--- src/rtl/spi_cmd_ctrl.sv ---
// Command sequencer behind spi_slave: executes decoded frames against an LED register bank.
// Fixed 4-cycle pass per frame (IDLE->DECODE->EXEC->RESP); frames arriving while busy are dropped and counted.
module spi_cmd_ctrl #(
  parameter int NUM_REGS = 4,
  parameter int FRAME_W  = 24
) (
  input  logic                  sysclk,
  input  logic                  rst_n,
  input  logic                  frm_vld,
  input  logic [7:0]            i_cmd,
  input  logic [7:0]            i_addr,
  input  logic [7:0]            i_payload,
  output logic [FRAME_W-1:0]    o_rsp_frame,
  output logic                  o_rsp_vld,
  output logic [NUM_REGS*8-1:0] o_regs,
  output logic [NUM_REGS-1:0]   o_reg_upd,
  output logic                  o_busy,
  output logic [7:0]            o_err_cnt,
  output logic                  o_ovr
);

  localparam logic [7:0] CMD_WRITE   = 8'h80;
  localparam logic [7:0] CMD_READ    = 8'h40;
  localparam logic [7:0] CMD_STATUS  = 8'hC0;
  localparam logic [7:0] CMD_CLR_ERR = 8'h20;
  localparam logic [7:0] RSP_ERR     = 8'hEE;
  localparam logic [8:0] NUM_REGS_W  = 9'(NUM_REGS);

  typedef enum logic [1:0] {IDLE, DECODE, EXEC, RESP} state_t;
  typedef enum logic [2:0] {OP_WRITE, OP_READ, OP_STATUS, OP_CLR, OP_ERR} op_t;

  state_t                 state, state_nxt;
  op_t                    op_q, op_dec;
  logic [7:0]             cmd_q, addr_q, pay_q, code_q, code_dec;
  logic [NUM_REGS*8-1:0]  regs_q;
  logic                   addr_ok, drop, wr_en, clr_en, err_en;
  logic [7:0]             rd_data, err_base, err_nxt;
  logic [8:0]             err_sum;
  logic                   ovr_nxt;
  logic [NUM_REGS-1:0]    upd_nxt;
  logic [FRAME_W-1:0]     rsp_nxt;

  assign o_regs = regs_q;

  always_ff @(posedge sysclk or negedge rst_n) begin
    if (!rst_n) state <= IDLE;
    else        state <= state_nxt;
  end

  always_comb begin
    state_nxt = state;
    unique case (state)
      IDLE:   if (frm_vld) state_nxt = DECODE;
      DECODE: state_nxt = EXEC;
      EXEC:   state_nxt = RESP;
      RESP:   state_nxt = IDLE;
      default: state_nxt = IDLE;
    endcase
  end

  always_comb begin
    o_busy   = (state != IDLE);
    drop     = frm_vld && (state != IDLE);
    addr_ok  = ({1'b0, addr_q} < NUM_REGS_W);

    op_dec   = OP_ERR;
    code_dec = 8'h01;
    case (cmd_q)
      CMD_WRITE:   begin op_dec = addr_ok ? OP_WRITE : OP_ERR; code_dec = 8'h02; end
      CMD_READ:    begin op_dec = addr_ok ? OP_READ  : OP_ERR; code_dec = 8'h02; end
      CMD_STATUS:  op_dec = OP_STATUS;
      CMD_CLR_ERR: op_dec = OP_CLR;
      default:     op_dec = OP_ERR;
    endcase

    rd_data = 8'h00;
    for (int k = 0; k < NUM_REGS; k++)
      if (addr_q == 8'(k)) rd_data = regs_q[8*k +: 8];

    wr_en  = (state == EXEC) && (op_q == OP_WRITE);
    clr_en = (state == EXEC) && (op_q == OP_CLR);
    err_en = (state == EXEC) && (op_q == OP_ERR);

    upd_nxt = '0;
    for (int k = 0; k < NUM_REGS; k++)
      if (wr_en && addr_q == 8'(k)) upd_nxt[k] = 1'b1;

    case (op_q)
      OP_WRITE:  rsp_nxt = {CMD_WRITE, addr_q, pay_q};
      OP_READ:   rsp_nxt = {CMD_READ, addr_q, rd_data};
      OP_STATUS: rsp_nxt = {CMD_STATUS, 7'b0, o_ovr, o_err_cnt};
      OP_CLR:    rsp_nxt = {CMD_CLR_ERR, addr_q, o_err_cnt};
      default:   rsp_nxt = {RSP_ERR, addr_q, code_q};
    endcase

    // A drop coinciding with a clear is applied after the clear, so it survives.
    err_base = clr_en ? 8'h00 : o_err_cnt;
    err_sum  = {1'b0, err_base} + 9'(err_en) + 9'(drop);
    err_nxt  = err_sum[8] ? 8'hFF : err_sum[7:0];
    ovr_nxt  = drop | (o_ovr & ~clr_en);
  end

  always_ff @(posedge sysclk or negedge rst_n) begin
    if (!rst_n) begin
      cmd_q       <= '0;
      addr_q      <= '0;
      pay_q       <= '0;
      op_q        <= OP_ERR;
      code_q      <= '0;
      regs_q      <= '0;
      o_reg_upd   <= '0;
      o_rsp_vld   <= 1'b0;
      o_rsp_frame <= '0;
      o_err_cnt   <= '0;
      o_ovr       <= 1'b0;
    end else begin
      if (state == IDLE && frm_vld) begin
        cmd_q  <= i_cmd;
        addr_q <= i_addr;
        pay_q  <= i_payload;
      end
      if (state == DECODE) begin
        op_q   <= op_dec;
        code_q <= code_dec;
      end
      for (int k = 0; k < NUM_REGS; k++)
        if (upd_nxt[k]) regs_q[8*k +: 8] <= pay_q;
      o_reg_upd <= upd_nxt;
      o_rsp_vld <= (state == EXEC);
      if (state == EXEC) o_rsp_frame <= rsp_nxt;
      o_err_cnt <= err_nxt;
      o_ovr     <= ovr_nxt;
    end
  end

endmodule

--- config.mk ---
export PLATFORM = sky130hd
export DESIGN_NAME = spi_cmd_ctrl
export DESIGN_NICKNAME = d
export VERILOG_FILES = /design/src/rtl/spi_cmd_ctrl.sv
export SDC_FILE = /design/constraint.sdc
export NUM_CORES = 1
export LEC_CHECK = 0
export ABC_AREA = 1
export BUFFER_PORTS_ARGS = -buffer_cell sky130_fd_sc_hd__buf_2
export CORE_ASPECT_RATIO = 2
export CORE_MARGIN = 2
export CORE_UTILIZATION = 49
export CTS_CLUSTER_SIZE = 14
export DETAILED_ROUTE_END_ITERATION = 10
export GPL_TIMING_DRIVEN = 0
export PLACE_DENSITY_LB_ADDON = 0.05
export SETUP_SLACK_MARGIN = 0.15
export SLEW_MARGIN = 20
export SYNTH_ARGS = -nofsm -noshare
export SYNTH_HDL_FRONTEND = slang
export SYNTH_SLANG_ARGS = --single-unit
--- constraint.sdc ---
create_clock -name sysclk -period 2.4 [get_ports sysclk]
set_input_delay 0.48 -clock sysclk [delete_from_list [all_inputs] [get_ports sysclk]]
set_output_delay 0.48 -clock sysclk [all_outputs]
set_load 0.01 [all_outputs]
==> run summary, run 1 <==
Worst Setup Start Kind -> flop
Outcome -> finished, final reports clean
Post-placement setup slack -> -0.187 ns
Tot GR Track Use -> 25.1%
Die W -> 71.9 um
DR iter-0 viols -> 314
Via count -> 3864
Count of cell types in the netlist -> 38
Sequential fraction of the synthesis area -> 53.8%
Largest net degree at the start of global routing -> 80
H-tree Lvls -> 3
FFs w/ async S/R, synth -> 100%
Core area -> 8950 um2
Nets -> 662
Clk root buf -> clkbuf_16
Total Power -> 6.85 mW
Final Skew -> 0.00851 ns
Max Clk Rate -> 468 MHz
Syn Inst Count -> 514
Die span in y -> 140 um
Clock transition at path regs -> 0.06 ns
Initial antenna violation count -> 0
Top-count cell post-synth -> nand2_1
Hold WC Path Type -> input port to flop
Post-DP HPWL -> 8.95 mm
Slew Limit Headroom -> 63.7%
Final max-slew violation count -> 0
Post-synthesis sequential element count -> 97
Number of setup violations in the final report -> 0
CP peak stage delay -> 0.39 ns
Cell taking the most area after synthesis -> dfrtp_1
First-pass GRT wire length -> 19.3 mm
Post-synth top cells -> 146 x nand2_1, 96 x dfrtp_1, 44 x inv_1, 38 x nand3_1
Crit-path cells -> inv_2 > ha_4 > inv_4 > nor2_2 > nor2_1 > fa_2 > inv_1 > nor3_4 > nand2_2 > buf_4 > nand2_1 > inv_1 > o21ai_0
CP Data Arrival Time -> 2.35 ns
Rows -> 49
RD Place Congestion -> 0.873
Main synth FF type -> dfrtp_1
Vias in the first global route -> 3841
RSZ-0062 raised after global routing -> true
Final Hold Fails -> 0
Worst Path Max Fanout -> 6
Buffers added on ports -> 95
Pwr Density -> 1230 nW/um2
Residual DRC -> 0
Tcrit/Tclk final -> 88.9%
Static Leak -> 2.88 nW
Slowest library cell on the worst path -> dfrtp_1
Top cells by area, synth -> dfrtp_1 53%, nand2_1 12%, nand3_1 4.2%, o21ai_0 4.1%, inv_1 3.7%
Crit Path Category -> flop to flop
Slew @ Worst Pin -> 0.544 ns
Die Area -> 10000 um2
Boundary Pins -> 98
EDFF count, synth -> 0
Clk Latency, worst-skew pair -> 0.34 ns
Initial Utilization -> 50.4%
Most frequent CP cell -> inv_1
Final min period -> 2.13 ns
CTS tree -> yes
Required time worst endpoint -> 2.62 ns
Worst IR drop on VDD -> 670 uV
CP Capture Type -> flop
GRT overflow -> 0
Synth warnings -> 0
CTS sink count -> 97
Setup ws final -> 0.265 ns
Antenna violation net count after detailed routing -> 0
Layout cells sized above 1 -> 28.1%
Antenna diodes -> 0
Routed WL -> 11.9 mm
Syn Area/Cell -> 8.78 um2
Num CTS Buffers -> 9
Post-synthesis cell area -> 4510 um2
Drt wl/cell -> 16.1 um
Clk buf depth -> 2
Max_cap viols -> 0
Layout area overhead -> 23.8%
DR pass1 iterations -> 5
Share of the synthesized area in the top cell type -> 53.2%
Via density -> 5.25
-- area by class of cell --
| cell class | count | area (um2) |
|---|---|---|
| clock inverters | 3 | 90.1 |
| inverters | 49 | 189 |
| multi-input cells | 349 | 1820 |
| well taps | 102 | 128 |
| fillers | 834 | 3360 |
| repair buffers | 104 | 572 |
| clock buffers | 12 | 236 |
| flip-flops and latches | 97 | 2430 |
| plain buffers | 20 | 129 |
-- layout by cell type, fill, tap and decap left out, types with 4 or more instances in the layout --
master	n
nor2_1	37
nand3_1	38
o21ai_0	37
mux2_2	10
buf_2	98
inv_2	4
a21oi_1	21
nor2_2	5
nor3_1	6
o21ai_2	8
clkbuf_1	10
o21ai_1	5
clkbuf_16	9
nor2_4	7
dfrtp_1	96
buf_4	13
nand2_1	146
inv_1	43
-- per-layer routing --
metal / vias up / GRT usage [%] / wire [um]
met2: 108 / 46.3 / 6740
met5: - / 0 / 0
met4: 0 / 10.2 / 327
met3: 20 / 3.19 / 400
met1: 1857 / 28.3 / 4400
li1: 1879 / - / -
-- through the flow --
step,setup TNS [ns],hold slack [ns],util (%),cell area [um2],cells
floorplan,0,0.184,-,4520,515
global placement,-6.55,0.458,57.2,5120,712
detailed placement,-0.606,0.333,57.6,5160,713
CTS,0,0.364,61.9,5540,730
global route,0,0.374,62.4,5590,736
finish,0,0.371,62.4,5590,736
-- worst max-delay path, delay by kind of cell (launching register included) --
| kind | cells | cell delay [ns] |
|---|---|---|
| compound gates | 1 | 0.06 |
| fa+ha+maj | 2 | 0.55 |
| simple gates | 5 | 0.57 |
| buf+inv | 5 | 0.43 |
| flops | 1 | 0.39 |
-- cell families (layout without fill, tap and decap cells) --
group,after synthesis,after routing,synth area share (%)
flops,97,97,53.8
simple gates,252,252,25.3
compound gates,80,80,10.0
fa+ha+maj,5,5,1.55
mux,10,10,2.49
buf+inv,69,188,6.73
other cells,1,2,0.0831
-- what timing repair did --
item / 4_1_cts / 5_1_grt
pin swaps: 1 / 3
setup endpoints to repair: 8 / 8
setup buffers: 1 / 6
gates resized for setup: 8 / 2
hold endpoints to repair: 18 / 0
hold buffers: 1 / 0
-- path summary, 6_finish.rpt --
check / from / to / slack, ns / cells after the start
max reg2reg: state[0] / o_err_cnt[3] / 0.27 / 13
max: state[0] / o_err_cnt[3] / 0.27 / 13
max in group asynchronous: rst_n / op_q[2] / 1.16 / 3
min reg2reg: o_rsp_frame[10] / o_rsp_frame[10] / 0.47 / 2
min: i_addr[6] / addr_q[6] / 0.37 / 2
min in group asynchronous: rst_n / o_reg_upd[0] / 0.56 / 2
-- where the power goes --
part	internal, mW	switching (mW)	leakage [nW]
Combinational	1.01	1.64	1.52
Clock	1.01	0.586	0.157
Sequential	2.21	0.400	1.21
Total	4.23	2.62	2.88
-- registers in the layout, indices dropped and copies added (netlist names) --
signal,flops
cmd_q,8
o_rsp_frame,20
o_rsp_vld,1
o_reg_upd,4
pay_q,8
code_q,2
op_q,3
state,2
addr_q,8
o_ovr,1
o_err_cnt,8
o_regs,32
Power figures use the tool's default switching activity.
==> run 2, diff against run 1 <==
Settings changed: CAP_MARGIN set to 20, RECOVER_POWER set to 25.
==> run 2 against run 1 <==
Clock power barely moved; first-iteration DRC count did not move; sequential cell count did not move; die area did not move; via count fell by 0.26%; sequential power barely moved; cell count did not move; fmax did not move; sequential share of layout area rose by 0.058 points; critical endpoint unchanged.
==> run summary, run 2 (synthesized netlist as in run 1, its figures left out) <==
Max Clk Rate -> 468 MHz
Pwr Density -> 1230 nW/um2
Worst Path Max Fanout -> 6
DR iter-0 viols -> 314
Clk buf depth -> 2
CP peak stage delay -> 0.39 ns
Max_cap viols -> 0
Required time worst endpoint -> 2.62 ns
Num CTS Buffers -> 9
Vias in the first global route -> 3841
Tcrit/Tclk final -> 88.9%
Layout cells sized above 1 -> 27.9%
Slew Limit Headroom -> 26.0%
Critical path depth -> 13
Die W -> 71.9 um
CTS tree -> yes
Initial antenna violation count -> 0
Drt wl/cell -> 16.1 um
Die span in y -> 140 um
Tot GR Track Use -> 25.1%
Crit-path cells -> inv_2 > ha_4 > inv_4 > nor2_2 > nor2_1 > fa_2 > inv_1 > nor3_4 > nand2_2 > buf_4 > nand2_1 > inv_1 > o21ai_0
Die Area -> 10000 um2
Static Leak -> 2.88 nW
Clock transition at path regs -> 0.06 ns
Slew @ Worst Pin -> 1.11 ns
CP Data Arrival Time -> 2.35 ns
Final Skew -> 0.00858 ns
Worst Setup Start Kind -> flop
Boundary Pins -> 98
Largest register FFs -> 32
Number of setup violations in the final report -> 0
RSZ-0062 raised after global routing -> true
Post-Route Utilization -> 62.3%
Reg2Reg Depth -> 13
Slowest library cell on the worst path -> dfrtp_1
Most frequent CP cell -> inv_1
Total Power -> 6.85 mW
Residual DRC -> 0
Clk root buf -> clkbuf_16
Most frequent cells in the layout -> 146 x nand2_1, 98 x buf_2, 96 x dfrtp_1, 43 x inv_1, 38 x nand3_1
GRT overflow -> 0
Final Hold Fails -> 0
Top delay family on crit path -> simple AND/OR/NAND/NOR gates
R2R Setup Slk -> 0.27 ns
Routed WL -> 11.8 mm
CP bufs+invs -> 5
First-pass GRT wire length -> 19.3 mm
Nets -> 662
Final max-slew violation count -> 0
DR pass1 iterations -> 5
Largest net degree at the start of global routing -> 80
Hold path depth -> 2
Hold WC Path Type -> input port to flop
CP Capture Type -> flop
Post-DP HPWL -> 8.95 mm
Outcome -> finished, final reports clean
Layout area overhead -> 23.6%
Initial Utilization -> 50.4%
Worst IR drop on VDD -> 670 uV
Final min period -> 2.13 ns
H-tree Lvls -> 3
Commonest non-fill, non-tap cell in the layout -> nand2_1
Clk Latency, worst-skew pair -> 0.34 ns
CTS sink count -> 97
Rows -> 49
Core area -> 8950 um2
RD Place Congestion -> 0.873
Buffers added on ports -> 95
Via count -> 3854
Via density -> 5.24
Antenna diodes -> 0
Antenna violation net count after detailed routing -> 0
Crit Path Category -> flop to flop
[run 2: final timing paths]
path / startpoint / to
hold / removal: i_addr[6] / addr_q[6]
setup reg to reg: state[0] / o_err_cnt[3]
hold reg to reg: o_rsp_frame[10] / o_rsp_frame[10]
setup / recovery: state[0] / o_err_cnt[3]
max in group asynchronous: rst_n / op_q[2]
min in group asynchronous: rst_n / o_reg_upd[0]
[run 2: where the power goes]
part | internal, mW | switching [mW] | total, mW | leakage, nW
clock | 1.01 | 0.586 | 1.60 | 0.157
combinational | 1.01 | 1.64 | 2.64 | 1.52
sequential | 2.21 | 0.399 | 2.61 | 1.21
total | 4.23 | 2.62 | 6.85 | 2.88
[run 2: metal layers]
metal,wire (um),share of wire (%),vias to the layer above,GRT usage [%]
li1,-,-,1879,-
met1,4390,37,1849,28.3
met2,6740,57,106,46.3
met3,394,3.3,20,3.19
met4,327,2.8,0,10.2
met5,0,0,-,0
[run 2: repair_timing]
action                     4_1_cts  5_1_grt
setup endpoints to repair        8        8
gates resized for setup          8        2
buffers inserted                 1        6
hold endpoints to repair        18        0
hold buffers                     1        0
pin swaps                        1        3
[run 2: stage by stage]
step                      std cells  TNS [ns]  instance area, um2  hold WS (ns)  setup WS (ns)
after floorplan                 515         0                4520         0.184          0.193
after global placement          712     -6.55                5120         0.458         -0.117
final                           736         0                5580         0.371          0.265
after detailed placement        713    -0.606                5160         0.333         -0.187
after CTS                       730         0                5540         0.364          0.168
after global routing            736         0                5580         0.374         0.0864
[run 2: area by class of cell]
type | count | area [um2]
tap | 102 | 128
timing repair buffer | 104 | 564
fill | 836 | 3370
clock buffer | 12 | 236
buffer | 20 | 129
multi-input combinational | 349 | 1820
sequential | 97 | 2430
clock inverter | 3 | 90.1
inverter | 49 | 189
==> run 3, diff against run 2 <==
Settings changed: CORE_UTILIZATION 49 to 51, CTS_BUF_LIST set to sky130_fd_sc_hd__clkbuf_2 sky130_fd_sc_hd__clkbuf_4 sky130_fd_sc_hd__clkbuf_8, HOLD_SLACK_MARGIN set to 0.02, PLACE_DENSITY set to 0.86, PLACE_DENSITY_LB_ADDON 0.05 to unset.
==> run 3 against run 2 <==
Sequential power about the same; design area fell by 2.1%; via count grew 3.4%; first-iteration DRC count up 32%; highest routed layer unchanged; die area down 3.8%; total power is 5.0% lower; worst hold slack lost 0.043 ns; sequential cell count stayed put; utilization is 1.3 points higher; cell count is 0.41% lower.
==> run summary, run 3 (synthesized netlist as in run 1, its figures left out) <==
Outcome -> finished, final reports clean
CP Capture Type -> flop
First-pass GRT wire length -> 19.4 mm
Worst setup path end -> o_err_cnt[5]
Required time worst endpoint -> 2.66 ns
Via density -> 5.44
Filler Cell Count -> 692
Vias in the first global route -> 3936
Tcrit/Tclk final -> 88.4%
Final Hold Fails -> 0
Slew Limit Headroom -> 9.71%
CP startpoint -> state[0]
Drt wl/cell -> 16.6 um
Finished Cell Area -> 5470 um2
Antenna violation net count after detailed routing -> 0
RD Place Congestion -> 0.965
Hold Buf Count CTS -> 0
Layout area overhead -> 21.1%
Static Leak -> 2.83 nW
Die W -> 70.5 um
Max_cap viols -> 0
Largest register FFs -> 32
DP Area -> 5140 um2
Origin of the critical flop-to-flop path -> state[0]
RSZ-0062 raised after global routing -> true
Clk Latency, worst-skew pair -> 0.38 ns
Die span in y -> 137 um
Tot GR Track Use -> 26.2%
GRT overflow -> 0
DR iter-0 viols -> 413
Final min period -> 2.12 ns
Crit-path cells -> inv_2 > ha_4 > inv_4 > buf_8 > nor4_4 > fa_2 > inv_1 > nor3_4 > nand2_2 > nor2_4 > nand2_1 > nand2_1 > nand3_1
Num CTS Buffers -> 9
Antenna diodes -> 0
Commonest non-fill, non-tap cell in the layout -> nand2_1
Worst Setup Start Kind -> flop
Most frequent cells in the layout -> 146 x nand2_1, 98 x buf_2, 96 x dfrtp_1, 43 x inv_1, 38 x nand3_1
CP Data Arrival Time -> 2.38 ns
Setup tns final -> 0 ns
Worst Path Max Fanout -> 10
DR pass1 iterations -> 5
Clk buf depth -> 2
Initial Utilization -> 52.6%
Nets -> 660
Final max-slew violation count -> 0
Hold WC Path Type -> input port to flop
Clk root buf -> clkbuf_8
Pwr Density -> 1190 nW/um2
Final Skew -> 0.0103 ns
CTS sink count -> 97
Slowest library cell on the worst path -> dfrtp_1
Reg2Reg Depth -> 13
Residual DRC -> 0
Buffers added on ports -> 95
Clock transition at path regs -> 0.10 ns
Slew @ Worst Pin -> 1.35 ns
CP peak stage delay -> 0.41 ns
Initial antenna violation count -> 0
Rows -> 48
Layout cells sized above 1 -> 28.9%
Max Clk Rate -> 471 MHz
Post-DP HPWL -> 9.07 mm
R2r endpoint -> o_err_cnt[5]
Via count -> 3986
Core area -> 8590 um2
Crit Path Category -> flop to flop
Largest net degree at the start of global routing -> 56
Most frequent CP cell -> nand2_1
Number of setup violations in the final report -> 0
Routed WL -> 12.2 mm
Worst IR drop on VDD -> 792 uV
Die Area -> 9670 um2
H-tree Lvls -> 3
Boundary Pins -> 98
R2R Setup Slk -> 0.28 ns
CTS tree -> yes
run 3: cell count changes in the layout (fill, tap and decap cells not counted), sizes merged:
cell	before	now
clkbuf	20	19
bufinv	3	2
buf	115	114
clkinv	0	2
dlygate4sd3	1	0
clkinvlp	0	1
run 3: power by group:
part / switching [mW] / internal [mW] / total, mW / leakage, nW
Sequential: 0.433 / 2.20 / 2.64 / 1.21
Clock: 0.584 / 0.641 / 1.22 / 0.115
Combinational: 1.65 / 0.995 / 2.65 / 1.51
Total: 2.67 / 3.84 / 6.51 / 2.83
run 3: how the worst min path moves through the flow:
stage,from,end,slack (ns),depth (start not counted)
after global placement,o_rsp_frame[11],o_rsp_frame[11],0.46,2
after CTS,rst_n,o_regs[19],0.17,1
after detailed placement,o_rsp_frame[13],o_rsp_frame[13],0.46,2
after global routing,i_addr[5],addr_q[5],0.32,2
after floorplan,rst_n,addr_q[0],0.18,0
final,i_addr[5],addr_q[5],0.33,2
run 3: final cells by class:
type                    count  area (um2)  share of cell area [%]
plain buffers              20         130                    2.38
clock buffers              11         151                    2.77
clock inverters             5        77.6                    1.42
inverters                  49         189                    3.46
multi-input cells         349        1820                    33.4
flip-flops and latches     97        2430                    44.4
well taps                 100         125                    2.29
repair buffers            102         541                    9.89
run 3: routing by layer:
layer	global-route usage, %	vias up	wire length (um)
li1	-	1879	-
met1	28.8	1912	4380
met2	46.8	157	6660
met3	4.86	38	654
met4	14.3	0	500
met5	0	-	0
run 3: stage by stage:
stage                     worst slack [ns]  power (mW)  util [%]  cells  hold WS (ns)
final                                0.277        6.51      63.6    733         0.328
after global routing                 0.124        6.91      63.6    733         0.321
after CTS                            0.189        6.44      63.3    731         0.166
after detailed placement            -0.167        5.15      59.9    711         0.461
after global placement           -0.000189        4.99      59.6    710         0.457
after floorplan                      0.193        4.19         -    515         0.184
run 3: critical path, delay by kind of cell (launching register included):
kind,cells,cell delay [ns]
simple gates,7,0.78
flops,1,0.41
buf+inv,4,0.37
fa+ha+maj,2,0.43
run 3: timing repair:
action,CTS,global route
cloned,0,0
resized for setup,8,6
endpoints found under the setup margin,8,9
pin swaps,3,3
setup buffers,4,2
